`src/rtl/ddr5_phy_crc_pkg.sv`:
```
// Shared types and helpers for the DDR5 PHY burst write-CRC generator.
// Holds burst geometry constants, the FSM state encoding and the per-nibble CRC-8 fold.
package ddr5_phy_crc_pkg;

  localparam int              CRC_W        = 8;
  localparam logic [CRC_W-1:0] DEFAULT_POLY = 8'h07;
  localparam logic [3:0]      BL16_LAST    = 4'd15;
  localparam logic [3:0]      BC8_LAST     = 4'd7;
  localparam int              CRC_BEATS    = 2;

  typedef enum logic [2:0] {
    ST_IDLE,
    ST_DATA,
    ST_FILL,
    ST_CRC0,
    ST_CRC1
  } crc_state_e;

  // Four MSB-first shift steps, bit 0 of the nibble first.
  function automatic logic [CRC_W-1:0] crc_fold_nibble(input logic [CRC_W-1:0] crc,
                                                       input logic [3:0]       nib,
                                                       input logic [CRC_W-1:0] poly);
    logic [CRC_W-1:0] c;
    logic             fb;
    c = crc;
    for (int k = 0; k < 4; k++) begin
      fb = c[CRC_W-1] ^ nib[k];
      c  = {c[CRC_W-2:0], 1'b0} ^ (fb ? poly : '0);
    end
    return c;
  endfunction

endpackage

```
`src/rtl/ddr5_phy_crc_lane.sv`:
```
// One CRC-8 accumulator for a single DQ nibble.
// init_i reseeds before folding so the first beat of a burst needs no extra cycle.
module ddr5_phy_crc_lane
  import ddr5_phy_crc_pkg::*;
#(
  parameter logic [CRC_W-1:0] pCRC_POLY = DEFAULT_POLY,
  parameter logic [CRC_W-1:0] pCRC_INIT = 8'h00
) (
  input  logic             clk_i,
  input  logic             rst_i,
  input  logic             init_i,
  input  logic             fold_i,
  input  logic [3:0]       nib_i,
  output logic [CRC_W-1:0] crc_o
);

  logic [CRC_W-1:0] crc_q;
  logic [CRC_W-1:0] base;

  assign base = init_i ? pCRC_INIT : crc_q;

  always_ff @(posedge clk_i) begin
    if (rst_i) begin
      crc_q <= pCRC_INIT;
    end else if (fold_i) begin
      crc_q <= crc_fold_nibble(base, nib_i, pCRC_POLY);
    end
  end

  assign crc_o = crc_q;

endmodule

```
`src/rtl/ddr5_phy_crc_gen_burst.sv`:
```
// Burst-level write-CRC generator: forwards data beats, inserts BC8 fill,
// then appends two CRC beats per burst through a single output register.
module ddr5_phy_crc_gen_burst
  import ddr5_phy_crc_pkg::*;
#(
  parameter int               pDRAM_SIZE = 4,
  parameter logic [CRC_W-1:0] pCRC_POLY  = DEFAULT_POLY,
  parameter logic [CRC_W-1:0] pCRC_INIT  = 8'h00
) (
  input  logic                  clk_i,
  input  logic                  rst_i,
  input  logic                  crc_en_i,
  input  logic                  bc8_i,
  input  logic                  in_valid_i,
  output logic                  in_ready_o,
  input  logic [pDRAM_SIZE-1:0] in_data_i,
  output logic                  out_valid_o,
  input  logic                  out_ready_i,
  output logic [pDRAM_SIZE-1:0] out_data_o,
  output logic                  out_crc_beat_o,
  output logic                  out_last_o,
  output logic                  busy_o
);

  localparam int NIBBLES = pDRAM_SIZE / 4;

  crc_state_e            state, state_nxt;
  logic [3:0]            cnt, cnt_nxt;
  logic                  bc8_q, crc_en_q;
  logic                  adv, acc, last_data;
  logic                  lane_init, lane_fold;
  logic [pDRAM_SIZE-1:0] fold_data, crc_lo, crc_hi;
  logic                  ld, ld_crc_beat, ld_last;
  logic [pDRAM_SIZE-1:0] ld_data;
  logic                  vld_p1, crc_beat_p1, last_p1;
  logic [pDRAM_SIZE-1:0] data_p1;

  assign adv       = !vld_p1 | out_ready_i;
  assign acc       = in_valid_i & in_ready_o;
  assign last_data = (cnt == (bc8_q ? BC8_LAST : BL16_LAST));

  always_ff @(posedge clk_i) begin
    if (rst_i) begin
      state    <= ST_IDLE;
      cnt      <= '0;
      bc8_q    <= 1'b0;
      crc_en_q <= 1'b0;
    end else begin
      state <= state_nxt;
      cnt   <= cnt_nxt;
      if (state == ST_IDLE && acc) begin
        bc8_q    <= bc8_i;
        crc_en_q <= crc_en_i;
      end
    end
  end

  always_comb begin
    state_nxt = state;
    cnt_nxt   = cnt;
    case (state)
      ST_IDLE: if (acc) begin
        state_nxt = ST_DATA;
        cnt_nxt   = 4'd1;
      end
      ST_DATA: if (acc) begin
        cnt_nxt = cnt + 4'd1;
        if (last_data) begin
          if (bc8_q && crc_en_q) begin
            state_nxt = ST_FILL;
          end else if (crc_en_q) begin
            state_nxt = ST_CRC0;
          end else begin
            state_nxt = ST_IDLE;
            cnt_nxt   = '0;
          end
        end
      end
      ST_FILL: if (adv) begin
        cnt_nxt = cnt + 4'd1;
        if (cnt == BL16_LAST) state_nxt = ST_CRC0;
      end
      ST_CRC0: if (adv) state_nxt = ST_CRC1;
      ST_CRC1: if (adv) begin
        state_nxt = ST_IDLE;
        cnt_nxt   = '0;
      end
      default: begin
        state_nxt = ST_IDLE;
        cnt_nxt   = '0;
      end
    endcase
  end

  always_comb begin
    in_ready_o  = adv & (state == ST_IDLE || state == ST_DATA);
    busy_o      = (state != ST_IDLE);
    lane_init   = (state == ST_IDLE) & in_valid_i & in_ready_o;
    lane_fold   = (in_valid_i & in_ready_o) | ((state == ST_FILL) & adv);
    fold_data   = (state == ST_FILL) ? '1 : in_data_i;
    ld          = 1'b0;
    ld_data     = in_data_i;
    ld_crc_beat = 1'b0;
    ld_last     = 1'b0;
    case (state)
      ST_IDLE: ld = in_valid_i & in_ready_o;
      ST_DATA: begin
        ld      = in_valid_i & in_ready_o;
        ld_last = last_data & !crc_en_q;
      end
      ST_FILL: begin
        ld      = adv;
        ld_data = '1;
      end
      ST_CRC0: begin
        ld          = adv;
        ld_data     = crc_lo;
        ld_crc_beat = 1'b1;
      end
      ST_CRC1: begin
        ld          = adv;
        ld_data     = crc_hi;
        ld_crc_beat = 1'b1;
        ld_last     = 1'b1;
      end
      default: ld = 1'b0;
    endcase
  end

  for (genvar n = 0; n < NIBBLES; n++) begin : g_lane
    logic [CRC_W-1:0] crc_n;
    ddr5_phy_crc_lane #(
      .pCRC_POLY(pCRC_POLY),
      .pCRC_INIT(pCRC_INIT)
    ) u_lane (
      .clk_i (clk_i),
      .rst_i (rst_i),
      .init_i(lane_init),
      .fold_i(lane_fold),
      .nib_i (fold_data[4*n +: 4]),
      .crc_o (crc_n)
    );
    assign crc_lo[4*n +: 4] = crc_n[3:0];
    assign crc_hi[4*n +: 4] = crc_n[7:4];
  end

  // p1: output register toward the serializer
  always_ff @(posedge clk_i) begin
    if (rst_i) begin
      vld_p1      <= 1'b0;
      data_p1     <= '0;
      crc_beat_p1 <= 1'b0;
      last_p1     <= 1'b0;
    end else if (ld) begin
      vld_p1      <= 1'b1;
      data_p1     <= ld_data;
      crc_beat_p1 <= ld_crc_beat;
      last_p1     <= ld_last;
    end else if (out_ready_i) begin
      vld_p1 <= 1'b0;
    end
  end

  assign out_valid_o    = vld_p1;
  assign out_data_o     = data_p1;
  assign out_crc_beat_o = crc_beat_p1;
  assign out_last_o     = last_p1;

endmodule

```
`config.mk`:
```
export PLATFORM = sky130hd
export DESIGN_NAME = ddr5_phy_crc_gen_burst
export DESIGN_NICKNAME = d
export VERILOG_FILES = /design/src/rtl/ddr5_phy_crc_pkg.sv /design/src/rtl/ddr5_phy_crc_lane.sv /design/src/rtl/ddr5_phy_crc_gen_burst.sv
export SDC_FILE = /design/constraint.sdc
export NUM_CORES = 1
export LEC_CHECK = 0
export BUFFER_PORTS_ARGS = -buffer_cell sky130_fd_sc_hd__buf_2
export CAP_MARGIN = 20
export CELL_PAD_IN_SITES_DETAIL_PLACEMENT = 1
export CELL_PAD_IN_SITES_GLOBAL_PLACEMENT = 2
export CORE_MARGIN = 5
export CORE_UTILIZATION = 36
export CTS_BUF_LIST = sky130_fd_sc_hd__clkbuf_8
export DETAILED_ROUTE_END_ITERATION = 8
export PLACE_DENSITY_LB_ADDON = 0.12
export SYNTH_ARGS = -nofsm -noshare
export SYNTH_HDL_FRONTEND = slang
export SYNTH_HIERARCHICAL = 1
export SYNTH_SLANG_ARGS = --single-unit
```
`constraint.sdc`:
```
create_clock -name clk_i -period 2.4 [get_ports clk_i]
set_input_delay 0.48 -clock clk_i [delete_from_list [all_inputs] [get_ports clk_i]]
set_output_delay 0.48 -clock clk_i [all_outputs]
set_load 0.1 [all_outputs]
```
Word level (Yosys, flattened, before mapping). Index checks and enable logic that the tools add are counted.

Register bits: 24. Bits of input ports: 10. Output and inout port bits: 9. Word-level logic and storage cells: 84.

Add/subtract/negate cells: 1. Eq/ne operators: 13. Multiplexer cells: 31. Bitwise logic cells: 17. Reductions and logical operators: 13.

Operators by type and width (count): two-way mux 4 bit (9); two-way mux 3 bit (11); XOR 8 bit (4); case mux 4 bit (5 select lines) (1); case mux 3 bit (5 select lines) (1); inequality test 2 bit (second input constant) (7); case mux 4 bit (3 select lines) (1); two-way mux 8 bit (1); AND reduction 7 bit (1); AND 1 bit (6); equality test 3 x 2 -> 1 bit (second input constant) (2); AND reduction 5 bit (1); adder 4 x 1 -> 4 bit (second input constant) (1); equality test 4 bit (1); equality test 4 bit (second input constant) (1); two-way mux 2 bit (2); case mux 1 bit (2 select lines) (2); OR reduction 2 bit (2); XOR 1 bit (4); equality test 3 x 1 -> 1 bit (second input constant) (1); equality test 3 bit (second input constant) (1); logical NOT 3 bit (1); two-way mux 1 bit (3); nonzero test 3 bit (1); 7 further kinds (10).

Depth between registers and ports, before layout.
Word-level depth: 17. Mapped depth: 8. Mapped depth without buffers: 6.

Hierarchy. Netlist, hierarchy kept.

Modules (own cells, without submodules): ddr5_phy_crc_gen_burst (instances 1, cells an instance 131, area each 1088.5 µm², sequential area each 320.3 µm²); ddr5_phy_crc_lane (instances 1, cells an instance 57, area each 494.2 µm², sequential area each 160.2 µm²).

Least setup slack after synthesis. OpenSTA, ideal clock, no wires.

Path type: register to output. From: register vld_p1, in the netlist out_valid_o. To: output port in_ready_o. Data arrival time: 3100 ps. Required time: 1920 ps. Path slack: -1180 ps. Stages on the path, launching flop included: 3. Path buffers: 0. Path through: dfxtp_1 and2b_1 nor3_1.

Cells in the longest elaborated chain, start to end: 3.

Ends and longest elaborated chain: start, declared (line ddr5_phy_crc_gen_burst.sv:35) `logic vld_p1, crc_beat_p1, last_p1;`; start signal, assigned (line ddr5_phy_crc_gen_burst.sv:150) `vld_p1 <= 1'b0;`; start signal, assigned (line ddr5_phy_crc_gen_burst.sv:155) `vld_p1 <= 1'b1;`; start signal, assigned (line ddr5_phy_crc_gen_burst.sv:160) `vld_p1 <= 1'b0;`; logical NOT 1 bit (line ddr5_phy_crc_gen_burst.sv:38) `assign adv = !vld_p1 | out_ready_i;`; bitwise OR 1 bit (line ddr5_phy_crc_gen_burst.sv:38); AND 1 bit (line ddr5_phy_crc_gen_burst.sv:96) `in_ready_o = adv & (state == ST_IDLE || state == ST_DATA);`; end, declared (line ddr5_phy_crc_gen_burst.sv:15) `output logic in_ready_o,`.

Every way passes these cells.

Final worst setup path.
From: register state[1]. To: output port busy_o.

Cells in the longest elaborated chain, start to end: 1.

Ends and longest elaborated chain: start, declared (line ddr5_phy_crc_gen_burst.sv:27) `crc_state_e state, state_nxt;`; start signal, assigned (line ddr5_phy_crc_gen_burst.sv:49) `state <= state_nxt;`; nonzero test 3 bit (line ddr5_phy_crc_gen_burst.sv:97) `busy_o = (state != ST_IDLE);`; end, declared (line ddr5_phy_crc_gen_burst.sv:22) `output logic busy_o`.

Every way passes these cells.

==> run summary <==
initial antenna violation count: 0
post-CTS setup buffer count: 0
clk_skew: 0.001425 ns
pin count of the biggest net entering global routing: 28
FFs w/ async S/R, synth: 0%
CTS tree: yes
Slew headroom: 64.86%
Nets: 214
critical path's largest stage delay: 0.49 ns
Cells after Synth: 188
Seq. cell area: 481.7 µm²
Pwr per Cell Area: 589.5 mW/mm²
final std cell area, no fill: 0.001775 mm²
row count: 24
global-route usage over all layers: 15.60%
Vias: 1,451
CTS hold repair buffers: 0
ANT nets after route: 0
top cell type's share of synthesized area: 30.36%
post-synthesis average cell area: 8.419 µm²
number of H-tree levels: 1
Power Total: 0.001047 W
Core ar.: 0.004324 mm²
IO buf count: 18
RSZ-0062 raised after global routing: false
crit path to: busy_o
multi-input logic area: 0.001023 mm²
setup slack, reg-to-reg: 0.38 ns
area post-placement: 0.001720 mm²
worst vdd ir: 0.2704 mV
Starting Density: 36.60%
Post-synth EDFFs: 0
top post-synthesis cells by area: dfxtp_1, xnor2_1, nand2b_1
Pleak: 0.7253 nW
clock transition at the registers of the reported paths: 0.09 ns
slowest stage cell, crit path: dfxtp_1
sequential share of the synthesized area: 30.36%
hold crit path type: input pin to flop
cell accounting for the most synthesized area: dfxtp_1
Total Wirelength: 4368 µm
fmax: 473.8 MHz
Critical Path AT: 1.63 ns
Worst Max-Slew Pin Slew: 0.5271 ns
Skew-Pair Late Insertion Delay: 0.27 ns
clk buf depth: 2
CP Cell Sequence: buf_4, or3_1, buf_2
placed insts: 250
Worst Setup End Kind: primary output
Wirelength per Cell: 17.20 µm
final hold violation count: 0
DRC violations left: 0
CP Data Required Time: 1.92 ns
vias per cell: 5.713
mapped cell area: 0.001583 mm²
period utilization: 87.93%
max-slew violations: 0
number of CTS-inserted buffers: 3
ant diodes: 0
Area Overhead vs Synth: 12.17%
GPL Wtd Cong: 0.8171
DPL Wire Length: 3334 µm
Post-CTS Resized: 0
Die Y: 76.31 µm
Final setup viols: 0
GR Overflow Total: 0
post-synth cell types: 52
Synth Register Bits: 24
DR pass1 iterations: 4
Max-cap violations: 0
Layout fillers: 539
Die Width: 76.31 µm
min cycle time layout: 2.110 ns
ys flop type: dfxtp_1
reg2reg end: g_lane[0].u_lane/crc_o[2]$_SDFFE_PP0P_
beginning of the critical path: state[1]$_SDFFE_PP0P_
kind of critical path: flop to primary output
worst r2r path cells: 7
Layout Cells excl Fill: 254
Sum Neg Setup Slack: 0 ns
I/O pins: 19
Warnings, synthesis: 6
startpoint types: flop
TritonCTS Sinks: 24
die area: 0.005822 mm²
CP Max Fanout: 20
first-pass GRT wire length: 7596 µm
layout cells sized above 1: 18.32%
Root Driver: clkbuf_8
vias in the first global route: 1,533
detailed router's first-iteration violation count: 57
Syn Nets: 199
run status: finished clean
r2r startpoint: state[1]$_SDFFE_PP0P_
[worst max-delay path, delay by kind of cell (launching register included)]
family / cells / cell delay (ns)
buffers and inverters: 2 / 0.72
and+or+nand+nor: 1 / 0.14
DFF: 1 / 0.49
[per-layer routing]
metal / GRT usage (%) / part of all wire [%] / up-vias / wire length, µm
met1: 21.61 / 51 / 720 / 2226
li1: - / - / 712 / -
met3: 2.128 / 1.6 / 4 / 68
met4: 4.196 / 1.0 / 0 / 45
met5: 0 / 0 / - / 0
met2: 25.26 / 46 / 15 / 2027
[worst min path at each step]
stage                                      startpoint                                      to  slack (ns)  depth (start not counted)
2_1_floorplan  g_lane[0].u_lane/crc_o[3]$_SDFFE_PP0P_  g_lane[0].u_lane/crc_o[7]$_SDFFE_PP0P_        0.47                          2
3_3_place_gp              out_crc_beat_o$_SDFFE_PP0P_             out_crc_beat_o$_SDFFE_PP0P_        0.48                          2
3_5_place_dp              out_crc_beat_o$_SDFFE_PP0P_             out_crc_beat_o$_SDFFE_PP0P_        0.48                          2
4_1_cts                                         bc8_i                      bc8_q$_SDFFE_PP0P_        0.44                          3
5_1_grt                                         bc8_i                      bc8_q$_SDFFE_PP0P_        0.47                          3
6_report                                        bc8_i                      bc8_q$_SDFFE_PP0P_        0.44                          3
[synthesized netlist by cell type (2+ instances only)]
cell type / instances
dfxtp_1: 24
buf_2: 6
mux2i_1: 2
a221oi_1: 2
buf_4: 2
a31oi_1: 2
buf_1: 2
xnor2_1: 10
nor3b_1: 4
inv_1: 4
o211ai_1: 5
o211a_1: 4
nand3_1: 7
a211oi_1: 4
or2_1: 5
nand4_1: 2
or3_1: 8
o22ai_1: 5
a21o_1: 2
a21oi_1: 9
and2b_1: 3
nand2b_1: 11
nor2b_1: 5
clkbuf_1: 3
a211o_1: 2
nor3_1: 6
o21ai_0: 3
o311a_1: 2
nand4b_1: 2
nor2_1: 16
nand2_1: 4
nor2_2: 2
[cells by family (layout without fill, tap and decap cells)]
group,Yosys count,count (layout),synth area share [%]
AOI/OAI and AO/OA,50,50,23.32
xor gates and xnor gates,12,12,7.510
muxes,2,2,1.265
adders and majority gates,1,1,0.7904
DFF,24,24,30.36
buffers and inverters,18,32,5.691
and+or+nand+nor,81,81,31.07
[power breakdown]
part	total, W	switching (W)	internal (W)
logic	0.000308	0.000202	0.000106
clock network	0.000284	0.000137	0.000147
registers	0.000455	0.0000285	0.000426
total	0.00105	0.000367	0.000679
[final cells by class]
class                           count  share of cell area, %
Tap cell                           52                  3.665
Inverter                            4                 0.8457
Sequential cell                    24                  27.13
Timing Repair Buffer               24                  7.611
Multi-Input combinational cell    146                  57.65
Clock buffer                        4                  3.101
[sequential cells by signal (all words and copies together), names as in the netlist]
name / count
bc8_q: 1
crc_en_q: 1
out_data_o: 4
out_valid_o: 1
g_lane.u_lane/crc_o: 8
out_last_o: 1
cnt: 4
state: 3
out_crc_beat_o: 1
[layout by cell type (no fill, tap or decap), types with 3 or more instances in the layout]
master | netlist | routed
a211oi_1 | 4 | 4
a21oi_1 | 9 | 9
and2b_1 | 3 | 3
buf_2 | 6 | 18
buf_4 | 2 | 6
clkbuf_8 | 0 | 4
dfxtp_1 | 24 | 23
inv_1 | 4 | 4
nand2_1 | 4 | 4
nand2b_1 | 11 | 11
nand3_1 | 7 | 7
nor2_1 | 16 | 16
nor2b_1 | 5 | 5
nor3_1 | 6 | 5
nor3b_1 | 4 | 4
o211a_1 | 4 | 4
o211ai_1 | 5 | 5
o21ai_0 | 3 | 3
o22ai_1 | 5 | 5
or2_1 | 5 | 5
or3_1 | 8 | 8
xnor2_1 | 10 | 10
[per-stage QoR]
step / hold WS [ns] / util (%) / worst slack (ns)
global route: 0.4694 / 41.06 / 0.2160
detailed placement: 0.4848 / 39.79 / 0.1765
floorplan: 0.4728 / - / 0.2473
CTS: 0.4358 / 41.06 / 0.2859
global placement: 0.4753 / 39.79 / 0.2778
finish: 0.4422 / 41.06 / 0.2896
(Power assumes the default switching activity.)
